<file path="src/rtl/axis_spi_sampler.sv">
// Periodic SPI burst reader of the accelerometer X/Y/Z registers, publishing 12-bit samples plus a stretched strobe.
// Latency: 130*CLK_DIV cycles of CS_N low per round; no backpressure, the consumer must catch roundDD while it is held.
module axis_spi_sampler #(
    parameter int         CLK_DIV   = 50,
    parameter int         DONE_HOLD = 1000,
    parameter int         ROUND_GAP = 100000,
    parameter logic [7:0] CMD_READ  = 8'h0B,
    parameter logic [7:0] ADDR_XL   = 8'h0E
) (
    input  logic        CLK,
    input  logic        RST,
    input  logic        start_en,
    input  logic        MISO,
    output logic        SCLK,
    output logic        MOSI,
    output logic        CS_N,
    output logic [11:0] x_reg_temp,
    output logic [11:0] y_reg_temp,
    output logic [11:0] z_reg_temp,
    output logic        roundDD,
    output logic        busy
);

    localparam int WAIT_MAX = (ROUND_GAP > DONE_HOLD) ? ROUND_GAP : DONE_HOLD;
    localparam int DIV_W    = $clog2(CLK_DIV + 1);
    localparam int WAIT_W   = $clog2(WAIT_MAX + 1);

    typedef enum logic [2:0] {
        IDLE,
        CS_SETUP,
        SHIFT,
        CS_HOLD,
        DONE,
        GAP
    } state_t;

    state_t             state, state_nx;
    logic [DIV_W-1:0]   div_cnt, div_nx;
    logic [5:0]         bit_cnt, bit_nx;
    logic [WAIT_W-1:0]  wait_cnt, wait_nx;
    logic [14:0]        tx_sr, tx_nx;
    logic [47:0]        rx_sr, rx_nx;
    logic               sclk_nx, mosi_nx, cs_n_nx, done_nx;
    logic [11:0]        x_nx, y_nx, z_nx;
    logic               last_div;

    assign last_div = (div_cnt == DIV_W'(CLK_DIV - 1));
    assign busy     = ~CS_N;

    always_comb begin
        state_nx = state;
        div_nx   = div_cnt;
        bit_nx   = bit_cnt;
        wait_nx  = wait_cnt;
        tx_nx    = tx_sr;
        rx_nx    = rx_sr;
        sclk_nx  = SCLK;
        mosi_nx  = MOSI;
        cs_n_nx  = CS_N;
        done_nx  = roundDD;
        x_nx     = x_reg_temp;
        y_nx     = y_reg_temp;
        z_nx     = z_reg_temp;

        case (state)
            IDLE: begin
                if (start_en) begin
                    state_nx = CS_SETUP;
                    cs_n_nx  = 1'b0;
                    div_nx   = '0;
                    tx_nx    = {CMD_READ[6:0], ADDR_XL};
                    mosi_nx  = CMD_READ[7];
                    rx_nx    = '0;
                end
            end

            CS_SETUP: begin
                if (last_div) begin
                    state_nx = SHIFT;
                    div_nx   = '0;
                    bit_nx   = '0;
                end else begin
                    div_nx = div_cnt + DIV_W'(1);
                end
            end

            SHIFT: begin
                if (!last_div) begin
                    div_nx = div_cnt + DIV_W'(1);
                end else begin
                    div_nx = '0;
                    if (!SCLK) begin
                        // Rising SCLK edge: sensor data is stable here in mode 0.
                        sclk_nx = 1'b1;
                        rx_nx   = {rx_sr[46:0], MISO};
                    end else begin
                        sclk_nx = 1'b0;
                        if (bit_cnt == 6'd63) begin
                            state_nx = CS_HOLD;
                            mosi_nx  = 1'b0;
                        end else begin
                            bit_nx  = bit_cnt + 6'd1;
                            mosi_nx = tx_sr[14];
                            tx_nx   = {tx_sr[13:0], 1'b0};
                        end
                    end
                end
            end

            CS_HOLD: begin
                if (last_div) begin
                    state_nx = DONE;
                    cs_n_nx  = 1'b1;
                    done_nx  = 1'b1;
                    wait_nx  = '0;
                    // Burst byte order XL,XH,YL,YH,ZL,ZH; high-nibble sign bits are dropped.
                    x_nx     = {rx_sr[35:32], rx_sr[47:40]};
                    y_nx     = {rx_sr[19:16], rx_sr[31:24]};
                    z_nx     = {rx_sr[3:0],   rx_sr[15:8]};
                end else begin
                    div_nx = div_cnt + DIV_W'(1);
                end
            end

            DONE: begin
                if (wait_cnt == WAIT_W'(DONE_HOLD - 1)) begin
                    state_nx = GAP;
                    done_nx  = 1'b0;
                    wait_nx  = '0;
                end else begin
                    wait_nx = wait_cnt + WAIT_W'(1);
                end
            end

            GAP: begin
                if (wait_cnt == WAIT_W'(ROUND_GAP - 1)) begin
                    wait_nx = '0;
                    if (start_en) begin
                        state_nx = CS_SETUP;
                        cs_n_nx  = 1'b0;
                        div_nx   = '0;
                        tx_nx    = {CMD_READ[6:0], ADDR_XL};
                        mosi_nx  = CMD_READ[7];
                        rx_nx    = '0;
                    end else begin
                        state_nx = IDLE;
                    end
                end else begin
                    wait_nx = wait_cnt + WAIT_W'(1);
                end
            end

            default: begin
                state_nx = IDLE;
                cs_n_nx  = 1'b1;
                sclk_nx  = 1'b0;
                mosi_nx  = 1'b0;
                done_nx  = 1'b0;
            end
        endcase
    end

    always_ff @(posedge CLK or negedge RST) begin
        if (!RST) begin
            state      <= IDLE;
            div_cnt    <= '0;
            bit_cnt    <= '0;
            wait_cnt   <= '0;
            tx_sr      <= '0;
            rx_sr      <= '0;
            SCLK       <= 1'b0;
            MOSI       <= 1'b0;
            CS_N       <= 1'b1;
            roundDD    <= 1'b0;
            x_reg_temp <= '0;
            y_reg_temp <= '0;
            z_reg_temp <= '0;
        end else begin
            state      <= state_nx;
            div_cnt    <= div_nx;
            bit_cnt    <= bit_nx;
            wait_cnt   <= wait_nx;
            tx_sr      <= tx_nx;
            rx_sr      <= rx_nx;
            SCLK       <= sclk_nx;
            MOSI       <= mosi_nx;
            CS_N       <= cs_n_nx;
            roundDD    <= done_nx;
            x_reg_temp <= x_nx;
            y_reg_temp <= y_nx;
            z_reg_temp <= z_nx;
        end
    end

endmodule

</file>
<file path="config.mk">
export PLATFORM = sky130hd
export DESIGN_NAME = axis_spi_sampler
export DESIGN_NICKNAME = d
export VERILOG_FILES = /design/src/rtl/axis_spi_sampler.sv
export SDC_FILE = /design/constraint.sdc
export NUM_CORES = 1
export LEC_CHECK = 0
export ABC_CLOCK_PERIOD_IN_PS = 2290
export CAP_MARGIN = 30
export CORE_AREA = 2 2 129 106
export DETAILED_ROUTE_END_ITERATION = 10
export DIE_AREA = 0 0 131 108
export HOLD_SLACK_MARGIN = 0.06
export PLACE_DENSITY_LB_ADDON = 0.25
export SYNTH_ARGS = -nofsm -noshare
export SYNTH_HDL_FRONTEND = slang
export SYNTH_SLANG_ARGS = --single-unit
export TNS_END_PERCENT = 30
</file>
<file path="constraint.sdc">
create_clock -name CLK -period 2.29 [get_ports CLK]
set_input_delay 0.687 -clock CLK [delete_from_list [all_inputs] [get_ports CLK]]
set_output_delay 0.687 -clock CLK [all_outputs]
set_load 0.01 [all_outputs]
</file>
### Word-level counts from Yosys, hierarchy flattened

Index checks and enable logic that the tools add are counted.

* output and inout bits: 41
* register bits: 135
* bits of input ports: 4
* logic and storage cells: 112

* multiplexer cells: 50
* equality and inequality tests: 20
* bitwise operators: 5
* $add $sub $neg: 3
* reductions and logical operators: 21

Operator list (number)
* $mux 48: 4
* $pmux 48 s3: 1
* $mux 15: 5
* $mux 17: 3
* $pmux 17 s3: 1
* $mux 6: 8
* $pmux 15 s3: 1
* $mux 3: 8
* $pmux 6 s4: 1
* $ne 2x2->1 const B: 11
* $pmux 3 s6: 1
* $add 17x1->17 const B: 1
* $eq 17x10->1 const B: 1
* $eq 17x17->1 const B: 1
* $add 6x1->6 const B: 2
* $eq 6x6->1 const B: 2
* $mux 1: 12
* $pmux 6 s2: 1
* $reduce_and 5->1: 2
* $reduce_and 3->1: 3
* $pmux 1 s4: 2
* $reduce_and 4->1: 2
* $reduce_and 8->1: 1
* $eq 3x2->1 const B: 2
* 14 further kinds: 23

### Depth between registers and ports, before layout

* word-level depth: 5
* gate-level depth with buffers: 9
* mapped depth without buffers: 7

### Worst setup path after synthesis

OpenSTA, ideal clock, no wires.

* path kind: register to register
* start point: reg wait_cnt[11]
* end point: reg rx_sr[11]
* cell stages (with the launch flop): 8
* path slack: -0.010 ns
* buffers on the path: 3
* data arrival time: 2.172 ns
* path through: dfrtp_1 -> buf_6 -> or4_1 -> o311a_1 -> buf_2 -> a21oi_4 -> buf_4 -> mux2_1

* longest elaborated chain between the ends: 3

Ends and longest elaborated chain
* start, declared: RTL line 40 `logic [WAIT_W-1:0] wait_cnt, wait_nx;`
* start signal, assigned: RTL line 182 `wait_cnt <= wait_nx;`
* $eq 17x17->1: RTL line 136 `if (wait_cnt == WAIT_W'(ROUND_GAP - 1)) begin`
* $ne 2x2->1 (no source line)
* $reduce_and 4->1 (no source line)
* end signal, assigned: RTL line 184 `rx_sr <= rx_nx;`
* end, declared: RTL line 42 `logic [47:0] rx_sr, rx_nx;`

Every way passes these cells.
A chain may end at the register's enable or synchronous reset.

### Worst setup path after layout

* start point: reg wait_cnt[12]
* end point: reg rx_sr[37]

Same word-level chain as after synthesis.

==> results.md <==
- Worst min-delay path category: input pin to async pin
- Number of filler instances in the final layout: 1024
- Measured slew at the worst slew-check pin: 0.6948 ns
- Setup violation total in the final timing report: 0
- Port Buf Inserts: between 40 and 50
- Post-synthesis net count: 557
- Avg Vias per Cell: between 5 and 6
- Floorplan die area: around 14000 um^2
- Footprint of the flip-flops and latches: 3354 um^2
- Residual antenna-violating net count after detailed routing: 0
- Number of iterations in the first detailed-routing pass: 4
- Most Used Layer, Global Route: met2
- Maximum root-to-sink buffer count: 2
- Unrepaired setup endpoints after global routing: no
- Multiplexer share of the synthesized area: 15.58%
- Ant diodes: 0
- Global placer's final weighted congestion: 0.8394
- Top cell type's share of synthesized area: 54.67%
- IR Drop Worst-Case VDD: 0.4974 mV
- Crit path required time: 2.58 ns
- Layout overhead on the synthesized area: 26.39%
- Max cap viols: 0
- Clock tree root driver cell: sky130_fd_sc_hd__clkbuf_16
- Period minus WS final: 2.228 ns
- Met3 track demand over resource: 6.482%
- Count of flip-flops with a built-in enable after synthesis: 0
- Total power: 5.271 mW
- Mean instance size in the synthesized netlist: 11.09 um^2
- Met2 global-route usage: between 20% and 30%
- Die height: 108 um
- Arrival time at the worst endpoint: 2.52 ns
- Hold slack final: 0.2584 ns
- Mapped cell area: 6088 um^2
- Placed cell area: just under 7000 um^2
- GRT Util Overall: ~20%
- Via count of the first global-routing pass: 4330
- Cell-internal power: 4.170 mW
- Number of instances in the synthesized netlist: 549
- Outcome: complete, no violations
- Clock latency of the later-clocked register in the worst-skew pair: approximately 0.42 ns
- Number of distinct standard cells referenced by the synthesized netlist: 57
- Wire length after detailed routing: 12890 um
- Sw frac: 20.88%
- Clk pwr share: a little over half
- Die extent in x: 131 um
- Relative slew slack: 53.19%
- Fin. max-slew vios: 0
- Combinational fraction of design power: 1.2%
- Final #Nets: 639
- Number of DRC violations after detailed routing: 0
- Dominant combinational cell family by area after synthesis: multiplexers
- Fmax: 448.9 MHz
- TritonCTS clock tree: done
- Share of the yosys chip area belonging to registers: 55.10%
- Met1 track utilization from global routing: 26.65%
- Number of design-rule violations left by the first detailed-router iteration: 291
- CORE AREA: 12730 um^2
- Post-synthesis cell type with the largest combined area: sky130_fd_sc_hd__dfrtp_1
- Xor/xnor cell area share of the yosys netlist: 1.007%
- Pin count of the biggest net entering global routing: 46
- # IOs: 45
- Wire per inst: 15.74 um
- Largest cells by area after synthesis: sky130_fd_sc_hd__dfrtp_1 (55%), sky130_fd_sc_hd__mux2_1 (7.6%), sky130_fd_sc_hd__mux2i_1 (4.1%), sky130_fd_sc_hd__mux2_2 (3.9%), sky130_fd_sc_hd__nand2_1 (3.6%)
- Post-Route Skew: 0.01209 ns
- HPWL after DPL: 8098 um
- Synthesized-area fraction occupied by ao, oa, aoi and oai cells: between 10% and 20%
- Most frequent standard cell in the layout excluding fill and tap cells: sky130_fd_sc_hd__dfrtp_1
- Commonest non-fill, non-tap cells in the layout: sky130_fd_sc_hd__dfrtp_1 (133), sky130_fd_sc_hd__nand2_1 (59), sky130_fd_sc_hd__clkdlybuf4s50_1 (43)
- Power dissipated by switching net loads: 1.101 mW
- Number of buffers created by CTS: 17
- Initial Utilization: 47.82%
- Simple-gate share of the synthesized area: 12.54%
- Post-route standard cell area excluding fillers: 7695 um^2
- Clock net sink count: approximately 130
- Start point of the critical path: wait_cnt[12]$_DFFE_PN0P_
- Leftover overflow at the end of global routing: 0
- Initial antenna violation count: 0
- H-Tree Level Count: 4
- Kind of end point of the critical path: flop
- Cell Rows: 37
- Proportion of power drawn by flip-flops and latches: approximately 45%
- Final Hold Viols: 0
- Startpoint of the most critical register-to-register path: wait_cnt[12]$_DFFE_PN0P_
- Yosys warnings: 0
- Ys async rst share: 100.0%
- Critical path fanouts, max: 10
- Static leakage: 3.589 nW
- Main synth FF type: sky130_fd_sc_hd__dfrtp_1
- Hold buffer count at CTS: 0
- Total area of multi-input combinational cells: approximately 2500 um^2
- Total number of vias: 4353
- Post-route fraction of the period consumed by the critical path: approximately 100%
- Layout cells sized above 1: between 10% and 20%
- Global-route wire length before repair: 21070 um
- Setup CP Type: flop to flop
- Startpoint types: flop
- Final cell utilization of the core: 60.44%
- Pwr dens: about 690 nW/um^2
- Register bit total from synthesis: about 130
- Adder-cell share of the synthesized area: 0.8220%
- Clock transition at path regs: about 0.060 ns
routing by layer:
metal	vias to the layer above	routed length [um]
met4	0	123
met3	9	420
met1	2192	6140
met5	-	0
met2	65	6209
li1	2087	-
worst max-delay path: stages (launching register included):
cell and delay (ns):
sky130_fd_sc_hd__dfrtp_1 0.37, sky130_fd_sc_hd__nand2b_1 0.15, sky130_fd_sc_hd__or4_4 0.44, sky130_fd_sc_hd__o311a_4 0.39, sky130_fd_sc_hd__a21oi_4 0.14, sky130_fd_sc_hd__buf_12 0.14, sky130_fd_sc_hd__clkbuf_16 0.16, sky130_fd_sc_hd__mux2_1 0.32
cell families (layout without fill, tap and decap cells):
| logic type | count (synthesis) | count (layout) |
|---|---|---|
| buffers and inverters | 62 | 157 |
| flip-flops | 134 | 134 |
| XOR/XNOR | 7 | 7 |
| AND/OR/NAND/NOR | 164 | 164 |
| multiplexers | 87 | 87 |
| AO/OA/AOI/OAI | 91 | 91 |
| adder cells (fa/ha/maj) | 4 | 4 |
cell usage after synthesis, types with 2 or more instances:
library cell	n
sky130_fd_sc_hd__o21a_1	3
sky130_fd_sc_hd__buf_2	6
sky130_fd_sc_hd__mux2i_1	25
sky130_fd_sc_hd__buf_6	2
sky130_fd_sc_hd__mux2_2	21
sky130_fd_sc_hd__buf_12	2
sky130_fd_sc_hd__a31oi_1	2
sky130_fd_sc_hd__nor2_1	43
sky130_fd_sc_hd__nand3_1	15
sky130_fd_sc_hd__and2_1	2
sky130_fd_sc_hd__and3_1	4
sky130_fd_sc_hd__or4_1	2
sky130_fd_sc_hd__dfrtp_1	133
sky130_fd_sc_hd__a21o_1	2
sky130_fd_sc_hd__nand2_1	59
sky130_fd_sc_hd__o31ai_1	3
sky130_fd_sc_hd__inv_1	34
sky130_fd_sc_hd__o21ai_0	11
sky130_fd_sc_hd__xor2_1	2
sky130_fd_sc_hd__and4_1	3
sky130_fd_sc_hd__nor4_1	2
sky130_fd_sc_hd__xnor2_1	5
sky130_fd_sc_hd__buf_4	2
sky130_fd_sc_hd__nor2b_1	5
sky130_fd_sc_hd__a211o_1	3
sky130_fd_sc_hd__mux2_1	41
sky130_fd_sc_hd__a21oi_1	13
sky130_fd_sc_hd__a22o_1	14
sky130_fd_sc_hd__o22ai_1	3
sky130_fd_sc_hd__ha_1	4
sky130_fd_sc_hd__o21ai_1	20
sky130_fd_sc_hd__o22a_1	5
sky130_fd_sc_hd__nand2b_1	3
sky130_fd_sc_hd__clkbuf_1	16
sky130_fd_sc_hd__nand4_1	4
sky130_fd_sc_hd__nor3_1	14
registers in the layout, summed over array words and instances (netlist names):
register / count
MOSI: 1
x_reg_temp: 12
bit_cnt: 6
SCLK: 1
rx_sr: 48
roundDD: 1
CS_N: 1
state: 3
tx_sr: 14
y_reg_temp: 12
z_reg_temp: 12
div_cnt: 6
wait_cnt: 17
power groups by stage:
stage	Sequential, mW	Clock [mW]	Combinational (mW)
2_1_floorplan	2.41	0	0.000648
3_3_place_gp	2.41	0	0.0643
3_5_place_dp	2.41	0	0.0666
4_1_cts	2.37	2.90	0.0670
5_1_grt	2.37	3.00	0.0739
6_report	2.37	2.84	0.0621
worst paths after layout:
path / cells past startpoint / slack [ns] / endpoint
worst max register to register: 7 / 0.06 / rx_sr[37]$_DFFE_PN0P_
worst max-delay path: 7 / 0.06 / rx_sr[37]$_DFFE_PN0P_
max in group asynchronous: 2 / 1.38 / CS_N$_DFFE_PN1P_
min in group CLK: 1 / 0.48 / x_reg_temp[4]$_DFFE_PN0P_
worst min-delay path: 1 / 0.26 / x_reg_temp[3]$_DFFE_PN0P_
worst min register to register: 1 / 0.48 / x_reg_temp[4]$_DFFE_PN0P_
final cells by class:
| cell class | count | area share, % |
|---|---|---|
| Inverter | 34 | 1.659 |
| Sequential cell | 134 | 43.59 |
| Multi-Input combinational cell | 353 | 32.18 |
| Clock inverter | 12 | 2.146 |
| Timing Repair Buffer | 91 | 11.64 |
| Clock buffer | 20 | 5.935 |
| Tap cell | 175 | 2.846 |
metrics by stage:
stage	setup slack [ns]	cells	setup TNS, ns
global placement	-0.1193	779	-3.700
finish	0.06243	819	0
detailed placement	-0.1507	779	-4.852
global route	0.001465	819	0
CTS	0.007460	811	0
floorplan	-0.01001	549	-0.06006
what timing repair did:
action	4_1_cts	5_1_grt
gates resized for setup	0	4
endpoints found under the setup margin	29	55
cloned	0	4
pin swaps	1	2
setup buffers	0	4
No activity file was read; power rests on OpenSTA's default activity.
